**src/rtl/fp_pkg.sv**
```systemverilog
// Shared floating-point definitions: IEEE-754 single-precision constants,
// packed float layout and the fp_div controller state encoding.
package fp_pkg;

  localparam int          EXP_BIAS = 127;
  localparam int          EXP_MAX  = 255;
  localparam logic [31:0] QNAN     = 32'h7FC0_0000;

  typedef enum logic [2:0] {
    S_IDLE,
    S_SPECIAL,
    S_DIVIDE,
    S_NORMALIZE,
    S_ROUND
  } fp_div_state_e;

  typedef struct packed {
    logic        sign;
    logic [7:0]  exp;
    logic [22:0] frac;
  } fp32_t;

endpackage

```
**src/rtl/fp_div_iter.sv**
```systemverilog
// One restoring-division step: compares the partial remainder with the
// divisor mantissa, conditionally subtracts, and shifts left for the next bit.
module fp_div_iter (
  input  logic [24:0] rem,
  input  logic [23:0] mb,
  output logic [24:0] rem_next,
  output logic        q_bit
);

  logic [24:0] diff;
  logic [24:0] sel;

  assign q_bit    = (rem >= {1'b0, mb});
  assign diff     = rem - {1'b0, mb};
  assign sel      = q_bit ? diff : rem;
  // The kept remainder is always below mb, so the shift never loses a set bit.
  assign rem_next = sel << 1;

endmodule

```
**src/rtl/fp_div.sv**
```systemverilog
// Sequential single-precision divider: restoring mantissa divide, normalize,
// round-to-nearest-even. Define FP_DIV_SPECIAL_EN to decode exp-255 (inf/NaN).
module fp_div
  import fp_pkg::*;
#(
  parameter int QBITS = 27
) (
  input  logic        clock,
  input  logic        reset,
  input  logic        start,
  input  logic [31:0] operando_a,
  input  logic [31:0] operando_b,
  output logic        busy,
  output logic        done,
  output logic [31:0] resultado,
  output logic        div_zero
);

  fp_div_state_e state, state_next;

  fp32_t              fa, fb;
  logic               sign_in;
  logic signed [9:0]  exp_start;
  logic               is_special;
  logic [31:0]        spec_res;
  logic               spec_dz;

  logic [4:0]         cnt;
  logic               sign_r;
  logic signed [9:0]  exp_r;
  logic [24:0]        rem_r;
  logic [23:0]        mb_r;
  logic [QBITS-1:0]   q_r;
  logic [31:0]        spec_res_r;
  logic               spec_dz_r;

  logic [22:0]        frac_p1;
  logic               g_p1, r_p1, s_p1;

  logic [24:0]        rem_next;
  logic               q_bit;

  function automatic logic [31:0] round_pack(
    input logic              sign,
    input logic signed [9:0] e,
    input logic [22:0]       frac,
    input logic              g,
    input logic              r,
    input logic              s
  );
    logic [23:0]       sum;
    logic signed [9:0] ef;
    sum = {1'b0, frac} + {23'b0, g & (r | s | frac[0])};
    // A carry out of the fraction leaves sum[22:0] at zero: mantissa becomes 1.0.
    ef  = sum[23] ? e + 10'sd1 : e;
    if (ef >= signed'(10'(EXP_MAX)))
      round_pack = {sign, 8'hFF, 23'b0};
    else if (ef <= 10'sd0)
      round_pack = {sign, 31'b0};
    else
      round_pack = {sign, ef[7:0], sum[22:0]};
  endfunction

  assign fa        = operando_a;
  assign fb        = operando_b;
  assign sign_in   = fa.sign ^ fb.sign;
  assign exp_start = signed'({2'b00, fa.exp}) - signed'({2'b00, fb.exp})
                   + signed'(10'(EXP_BIAS));
  assign busy      = (state != S_IDLE);

  always_comb begin
    is_special = (fa.exp == 8'd0) || (fb.exp == 8'd0);
    spec_res   = {sign_in, 31'b0};
    spec_dz    = 1'b0;
    if (fb.exp == 8'd0 && fa.exp != 8'd0) begin
      spec_res = {sign_in, 8'hFF, 23'b0};
      spec_dz  = 1'b1;
    end
`ifdef FP_DIV_SPECIAL_EN
    if (fa.exp == 8'hFF || fb.exp == 8'hFF) begin
      is_special = 1'b1;
      spec_dz    = 1'b0;
      if ((fa.exp == 8'hFF && fa.frac != 23'd0) ||
          (fb.exp == 8'hFF && fb.frac != 23'd0) ||
          (fa.exp == 8'hFF && fb.exp == 8'hFF))
        spec_res = QNAN;
      else if (fa.exp == 8'hFF)
        spec_res = {sign_in, 8'hFF, 23'b0};
      else
        spec_res = {sign_in, 31'b0};
    end
`endif
  end

  fp_div_iter u_iter (
    .rem      (rem_r),
    .mb       (mb_r),
    .rem_next (rem_next),
    .q_bit    (q_bit)
  );

  always_comb begin
    state_next = state;
    case (state)
      S_IDLE:      if (start) state_next = is_special ? S_SPECIAL : S_DIVIDE;
      S_DIVIDE:    if (cnt == 5'd0) state_next = S_NORMALIZE;
      S_NORMALIZE: state_next = S_ROUND;
      S_ROUND:     state_next = S_IDLE;
      S_SPECIAL:   state_next = S_IDLE;
      default:     state_next = S_IDLE;
    endcase
  end

  always_ff @(posedge clock) begin
    if (reset) state <= S_IDLE;
    else       state <= state_next;
  end

  // Stage p0: operand capture and one quotient bit per DIVIDE cycle
  always_ff @(posedge clock) begin
    case (state)
      S_IDLE: begin
        if (start) begin
          sign_r     <= sign_in;
          exp_r      <= exp_start;
          rem_r      <= {1'b0, 1'b1, fa.frac};
          mb_r       <= {1'b1, fb.frac};
          q_r        <= '0;
          cnt        <= 5'(QBITS - 1);
          spec_res_r <= spec_res;
          spec_dz_r  <= spec_dz;
        end
      end
      S_DIVIDE: begin
        rem_r <= rem_next;
        q_r   <= {q_r[QBITS-2:0], q_bit};
        cnt   <= cnt - 5'd1;
      end
      // Stage p1: normalize quotient into fraction plus guard/round/sticky
      S_NORMALIZE: begin
        if (q_r[QBITS-1]) begin
          frac_p1 <= q_r[QBITS-2:3];
          g_p1    <= q_r[2];
          r_p1    <= q_r[1];
          s_p1    <= q_r[0] | (rem_r != 25'd0);
        end else begin
          frac_p1 <= q_r[QBITS-3:2];
          g_p1    <= q_r[1];
          r_p1    <= q_r[0];
          s_p1    <= (rem_r != 25'd0);
          exp_r   <= exp_r - 10'sd1;
        end
      end
      default: ;
    endcase
  end

  // Stage p2: round and publish the result
  always_ff @(posedge clock) begin
    if (reset) begin
      done      <= 1'b0;
      resultado <= 32'h0;
      div_zero  <= 1'b0;
    end else begin
      done <= 1'b0;
      if (state == S_ROUND) begin
        resultado <= round_pack(sign_r, exp_r, frac_p1, g_p1, r_p1, s_p1);
        div_zero  <= 1'b0;
        done      <= 1'b1;
      end else if (state == S_SPECIAL) begin
        resultado <= spec_res_r;
        div_zero  <= spec_dz_r;
        done      <= 1'b1;
      end
    end
  end

endmodule

```
**config.mk**
```make
export PLATFORM = sky130hd
export DESIGN_NAME = fp_div
export DESIGN_NICKNAME = d
export VERILOG_FILES = /design/src/rtl/fp_pkg.sv /design/src/rtl/fp_div_iter.sv /design/src/rtl/fp_div.sv
export SDC_FILE = /design/constraint.sdc
export NUM_CORES = 1
export LEC_CHECK = 0
export BUFFER_PORTS_ARGS = -buffer_cell sky130_fd_sc_hd__clkbuf_2
export CAP_MARGIN = 20
export CORE_MARGIN = 5
export CORE_UTILIZATION = 30
export CTS_BUF_LIST = sky130_fd_sc_hd__clkbuf_16
export DETAILED_ROUTE_END_ITERATION = 12
export SETUP_SLACK_MARGIN = 0.2
export SYNTH_ARGS = -nofsm -noshare
export SYNTH_HDL_FRONTEND = slang
export SYNTH_SLANG_ARGS = --single-unit
export TNS_END_PERCENT = 50
```
**constraint.sdc**
```tcl
create_clock -name clock -period 8.5 [get_ports clock]
set_clock_uncertainty 0.1 [all_clocks]
set_input_delay 1.275 -clock clock [delete_from_list [all_inputs] [get_ports clock]]
set_output_delay 1.275 -clock clock [all_outputs]
set_load 0.05 [all_outputs]
```
# ---- Word-level counts from Yosys, hierarchy flattened
# Cells that the tools add are included.
dict set report totals {
  reg_bits 187
  inputBits 67
  elab_cells 82
}
dict set report op_classes {
  n_addsub 7
  order_cmp 3
  n_eq_ne 7
  mux 27
  bitwise 5
  reduce_logical 17
}
# operator n
set op_table {}
lappend op_table {{31-bit two-way mux} 3}
lappend op_table {{32-bit two-way mux} 2}
lappend op_table {{27-bit one-hot mux with 2 select lines} 1}
lappend op_table {{25-bit one-hot mux with 2 select lines} 1}
lappend op_table {{10-bit two-way mux} 3}
lappend op_table {{27-bit two-way mux} 1}
lappend op_table {{25-bit by 24-bit >= comparator with 1-bit output} 1}
lappend op_table {{25-bit two-way mux} 1}
lappend op_table {{25-bit nonzero test} 1}
lappend op_table {{23-bit by 1-bit adder with 24-bit output} 1}
lappend op_table {{24-bit two-way mux} 1}
lappend op_table {{24-bit subtractor} 1}
lappend op_table {{23-bit two-way mux} 1}
lappend op_table {{10-bit one-hot mux with 2 select lines} 1}
lappend op_table {{8-bit logical NOT} 2}
lappend op_table {{10-bit by 2-bit adder with 10-bit output (second input constant)} 1}
lappend op_table {{9-bit by 8-bit adder with 10-bit output (second input constant)} 1}
lappend op_table {{10-bit by 9-bit >= comparator with 1-bit output (second input constant)} 1}
lappend op_table {{10-bit by 1-bit less-or-equal comparator with 1-bit output (second input constant)} 1}
lappend op_table {{5-bit one-hot mux with 2 select lines} 1}
lappend op_table {{10-bit by 2-bit subtractor with 10-bit output (second input constant)} 1}
lappend op_table {{3-bit one-hot mux with 3 select lines} 1}
lappend op_table {{8-bit by 8-bit subtractor with 9-bit output} 1}
lappend op_table {{8-bit nonzero test} 1}
lappend op_table {{other kinds (21)} 36}

# ---- Longest topological paths before layout
dict set report logic_depth {
  word_depth 9
  mapped_depth 12
}

# ---- Cells and area by module
# A second synthesis with hierarchy kept.
dict set report hier_totals {
  hier_cells 913
  area_unflattened_um2 9447.8
}
# module n_inst cells_per_inst area_each_um2 seq_area_each_um2
set modules_own_cells {}
lappend modules_own_cells {fp_div 1 688 7744.9 4284.1}
lappend modules_own_cells {fp_div_iter 1 225 1702.9 0.0}

# ---- Worst setup path after synthesis
# Ideal clock, no wire load.
dict set report synth_timing {
  path_type {input port to flip-flop}
  start {in operando_a[23]}
  end {reg exp_r[8] (data pin)}
  t_arrival_ns 3.140
  path_slack_ns 4.993
  stages 11
  path_buffers 0
  path_cell_list {inv_1 > ha_1 > inv_1 > fa_1 > a21o_1 > a21oi_1 > xnor2_1 > a2111oi_0 > nand2b_1 > nand3_1 > o211ai_1}
}
dict set report synth_via {
  elab_chain_len 4
}
# element line
set synth_lines {}
lappend synth_lines {{from (decl)} fp_div.sv:11} ;# input logic [31:0] operando_a,
lappend synth_lines {{8-bit by 8-bit subtractor with 9-bit output} fp_div.sv:67} ;# assign exp_start = signed'({2'b00, fa.exp}) - signed'({2'b00, fb.exp})
lappend synth_lines {{9-bit by 8-bit adder with 10-bit output} fp_div.sv:68} ;# + signed'(10'(EXP_BIAS));
lappend synth_lines {{10-bit two-way mux} fp_div.sv:123} ;# if (start) begin
lappend synth_lines {{10-bit one-hot mux with 2 select lines} fp_div.sv:121} ;# case (state)
lappend synth_lines {{to (signal assigned)} fp_div.sv:125} ;# exp_r <= exp_start;
lappend synth_lines {{to (signal assigned)} fp_div.sv:151} ;# exp_r <= exp_r - 10'sd1;
lappend synth_lines {{to (decl)} fp_div.sv:30} ;# logic signed [9:0] exp_r;
# No other way between the ends. The select of a mux whose other input is x is not followed.
# A chain may end at the register's enable or synchronous reset.

# ---- Worst setup path in the final report
dict set report layout_timing {
  start {reg rem_r[12]}
  end {reg rem_r[19] (data pin)}
}
dict set report layout_via {
  elab_chain_len 3
}
# element line
set layout_lines {}
lappend layout_lines {{from (decl)} fp_div.sv:31} ;# logic [24:0] rem_r;
lappend layout_lines {{from (signal assigned)} fp_div.sv:126} ;# rem_r <= {1'b0, 1'b1, fa.frac};
lappend layout_lines {{from (signal assigned)} fp_div.sv:135} ;# rem_r <= rem_next;
lappend layout_lines {{24-bit subtractor / 25-bit by 24-bit >= comparator with 1-bit output (equally long branches)} {fp_div_iter.sv:14, fp_div_iter.sv:13}}
lappend layout_lines {{24-bit two-way mux *} fp_div_iter.sv:15} ;# assign sel = q_bit ? diff : rem;
lappend layout_lines {{25-bit one-hot mux with 2 select lines *} fp_div.sv:121}
# Every way passes the cells marked *; elsewhere a longest branch is shown, timed or not.

==> impl_metrics.yaml <==
status:
  status: "finished clean"
synthesis:
  synth_top_flop_cell: "edfxtp_1"
  avgSynthCellArea_sq_um: 10.3
  synth_edf_count: 118
  netlist_area_sq_mm: 0.00879
  synthArstFlopShare_pct: 0
  synth_most_common_cell: "edfxtp_1"
  yosysTopAreaCell: "edfxtp_1"
  ys_top_cells_by_count: "edfxtp_1 (118), nand2_1 (93), nor2_1 (61), inv_1 (53), a21oi_1 (39)"
  synth-xor-area-share_pct: 6.68
  yosysUniqueCellTypes: 63
  synth-seq-cells: 155
  synthAdderAreaFrac_pct: 5.58
  synth.area.mux_share_pct: 5.25
  postSynthCellCount: 851
  syn_nets: 956
  yosys.area.top_type_share_pct: 40.3
  synth_compound_area_share_pct: 13.3
  seq_area_frac_synth_pct: 48.8
  yosysWarnings: 0
  synth_top_family_by_area: "simple AND/OR/NAND/NOR gates"
  synth_area_leaders: "edfxtp_1 (40%), dfxtp_1 (8.4%), ha_1 (5.1%)"
  synthSimpleGateAreaFrac_pct: 16.5
timing:
  fin_crit_sh_pct: 44.7
  rsz0062_at_grt: "no"
  tns_ps: 0
  min_period_ps: 3800
  final-setup-viol-count: 0
  holdWs_ps: 355
  final-max-slew-violation-count: 0
  tightest_slew_ps: 787
  relSlewSlack_pct: 47.5
  hold_viol: 0
  max_freq_mhz: 263
setup_path:
  worstSetupEndpointType: "flop"
  cp_data_arrival_time_ps: 3870
  critPathMaxFanout: 17
  crit_type: "reg -> reg"
  crit_chain: "ha_1 -> and4_1 -> and2_1 -> a22o_1 -> nor3_1 -> o31ai_1 -> a21oi_2 -> buf_4 -> nor2_1 -> a221o_1"
  critPathMaxStageDelay_ps: 670
  cp.required_ps: 8570
  r2r_slack_ps: 4700
  start_kind: "flop"
  crit_slowest_cell: "a21oi_2"
power:
  clkPwrFrac_pct: 36.5
  switching_share_pct: 30.4
  combPwrFrac_pct: 19.2
  p_leak_nw: 4.23
  p_switching_w: 0.000634
  power.internal_w: 0.00146
  ir_drop_uv: 144
  power_frac_seq_pct: 44.3
  p_per_area_mw_per_mm2: 202
global_route:
  grt_pass1_vias: 6401
  antenna_found_initial: 0
  grt_pass1_wl_um: 32600
  grt_max_degree: 46
  grtUsageTotal_pct: 12.0
  grt_overflow: 0
finish:
  finalNetCount: 1054
  antenna_cells: 0
  syn_to_final_growth_pct: 17.8
  final_layout_size_suffix_gt1_share_pct: 21.2
  fillers: 2934
floorplanning:
  initial_core_util_pct: 30.5
  die_w_um: 181
  ios: 102
  die_h_um: 181
  die_area_sq_mm: 0.0328
  core_sq_mm: 0.0288
  num_rows: 62
detailed_routing:
  drt_iter0_drc: 381
  viasPerCell: 4.84
  vias: 6509
  detail-route-antenna-nets: 0
  dr.pass1.iters: 4
  wl_per_cell_um: 14.8
  drc: 0
  drt-total-wl_um: 19900
clocking:
  numCtsBuffers: 17
  root_buffer: "clkbuf_16"
  cts_tree: "yes"
  clk_path_buf_depth: 2
  cts.sinks: 155
  clkLatencyLatePin_ps: 430
  post_cts_resized: 0
  holdBufCountCts: 0
  cts.htree.levels: 4
  cts_setup_buffers: 0
  clk_pin_slew_ps: 70
place:
  place_congestion: 0.835
  port_buffers: 101
  hpwl_um: 14600
run:
  cap_violations: 0
worst_hold_path:
  hold_class: "reg -> reg"
==> path summary, 6_finish.rpt <==
check                           cells past startpoint                         end                       start
worst max-delay path                               10         rem_r[19]$_DFFE_PP_         rem_r[12]$_DFFE_PP_
worst min-delay path                                2  resultado[13]$_SDFFE_PP0P_  resultado[13]$_SDFFE_PP0P_
worst max register to register                     10         rem_r[19]$_DFFE_PP_         rem_r[12]$_DFFE_PP_
worst min register to register                      2  resultado[13]$_SDFFE_PP0P_  resultado[13]$_SDFFE_PP0P_
==> logic make-up (layout without fill, tap and decap cells) <==
logic type / Yosys count / after routing
simple gates: 288 / 288
compound gates: 173 / 173
flops: 155 / 155
buf+inv: 87 / 198
xor+xnor: 67 / 67
mux: 43 / 43
fa+ha+maj: 38 / 38
==> state kept, by name, indices dropped and copies added, names as in the netlist <==
register	count
resultado	32
q_r	27
rem_r	25
frac_p1	23
mb_r	23
exp_r	10
cnt	5
state	3
spec_res_r	2
div_zero	1
done	1
g_p1	1
r_p1	1
s_p1	1
==> layout by cell type (no fill, tap or decap), drive strengths merged, types with 6 or more instances in the layout <==
cell    synthesis  final
clkinv          1      8
a31oi          12     12
dfxtp          37     37
ha             36     36
inv            53     61
nor2b           7      7
edfxtp        118    118
nand3          16     16
nand4          13     13
xor2           30     30
buf             4     11
clkbuf         29    118
nand2          93     93
a21o           16     16
o21ai          56     56
a21oi          39     39
xnor2          37     37
mux2i          18     18
a221o           8      8
nor4           13     13
a211oi          6      6
mux2           25     25
o21a            9      9
nor2           61     61
nor3           10     10
and3           32     32
and2            8      8
==> routing by layer <==
| layer | GRT usage, % | vias up | wire length (um) |
|---|---|---|---|
| met5 | 0 | - | 0 |
| met4 | 3.63 | 0 | 306 |
| met3 | 2.25 | 20 | 861 |
| met2 | 19.4 | 139 | 9180 |
| met1 | 16.3 | 3045 | 9550 |
| li1 | - | 3305 | - |
==> metrics by stage <==
stage | std cells | power, W | util (%) | worst slack [ps] | area, sq um
floorplan | 851 | 0.00123 | - | 4990 | 8790
global placement | 1310 | 0.00134 | 33.7 | 4710 | 9700
detailed placement | 1311 | 0.00134 | 33.8 | 4600 | 9720
CTS | 1343 | 0.00210 | 35.8 | 4690 | 10300
global route | 1346 | 0.00219 | 36.0 | 4420 | 10300
finish | 1346 | 0.00209 | 36.0 | 4700 | 10300
==> layout make-up <==
| cell class | count | area [sq um] | area share (%) |
|---|---|---|---|
| Tap cell | 384 | 480 | 4.64 |
| Clock inverter | 15 | 169 | 1.63 |
| Multi-Input combinational cell | 609 | 4170 | 40.3 |
| Inverter | 54 | 203 | 1.96 |
| Clock buffer | 17 | 425 | 4.11 |
| Timing Repair Buffer | 112 | 612 | 5.91 |
| Sequential cell | 155 | 4280 | 41.4 |
==> worst max-delay path, delay by kind of cell (launching register included) <==
family	cells	cell delay, ps
flops	1	420
fa+ha+maj	1	380
simple gates	4	830
buf+inv	1	380
compound gates	4	1430
==> power groups by stage <==
| stage | Sequential (W) | Combinational, W | Clock, W |
|---|---|---|---|
| after floorplan | 0.000920 | 0.000314 | 0 |
| after global placement | 0.000941 | 0.000394 | 0 |
| after detailed placement | 0.000942 | 0.000398 | 0 |
| after CTS | 0.000926 | 0.000402 | 0.000773 |
| after global routing | 0.000933 | 0.000450 | 0.000806 |
| final | 0.000926 | 0.000402 | 0.000762 |
(Power assumes the default switching activity.)
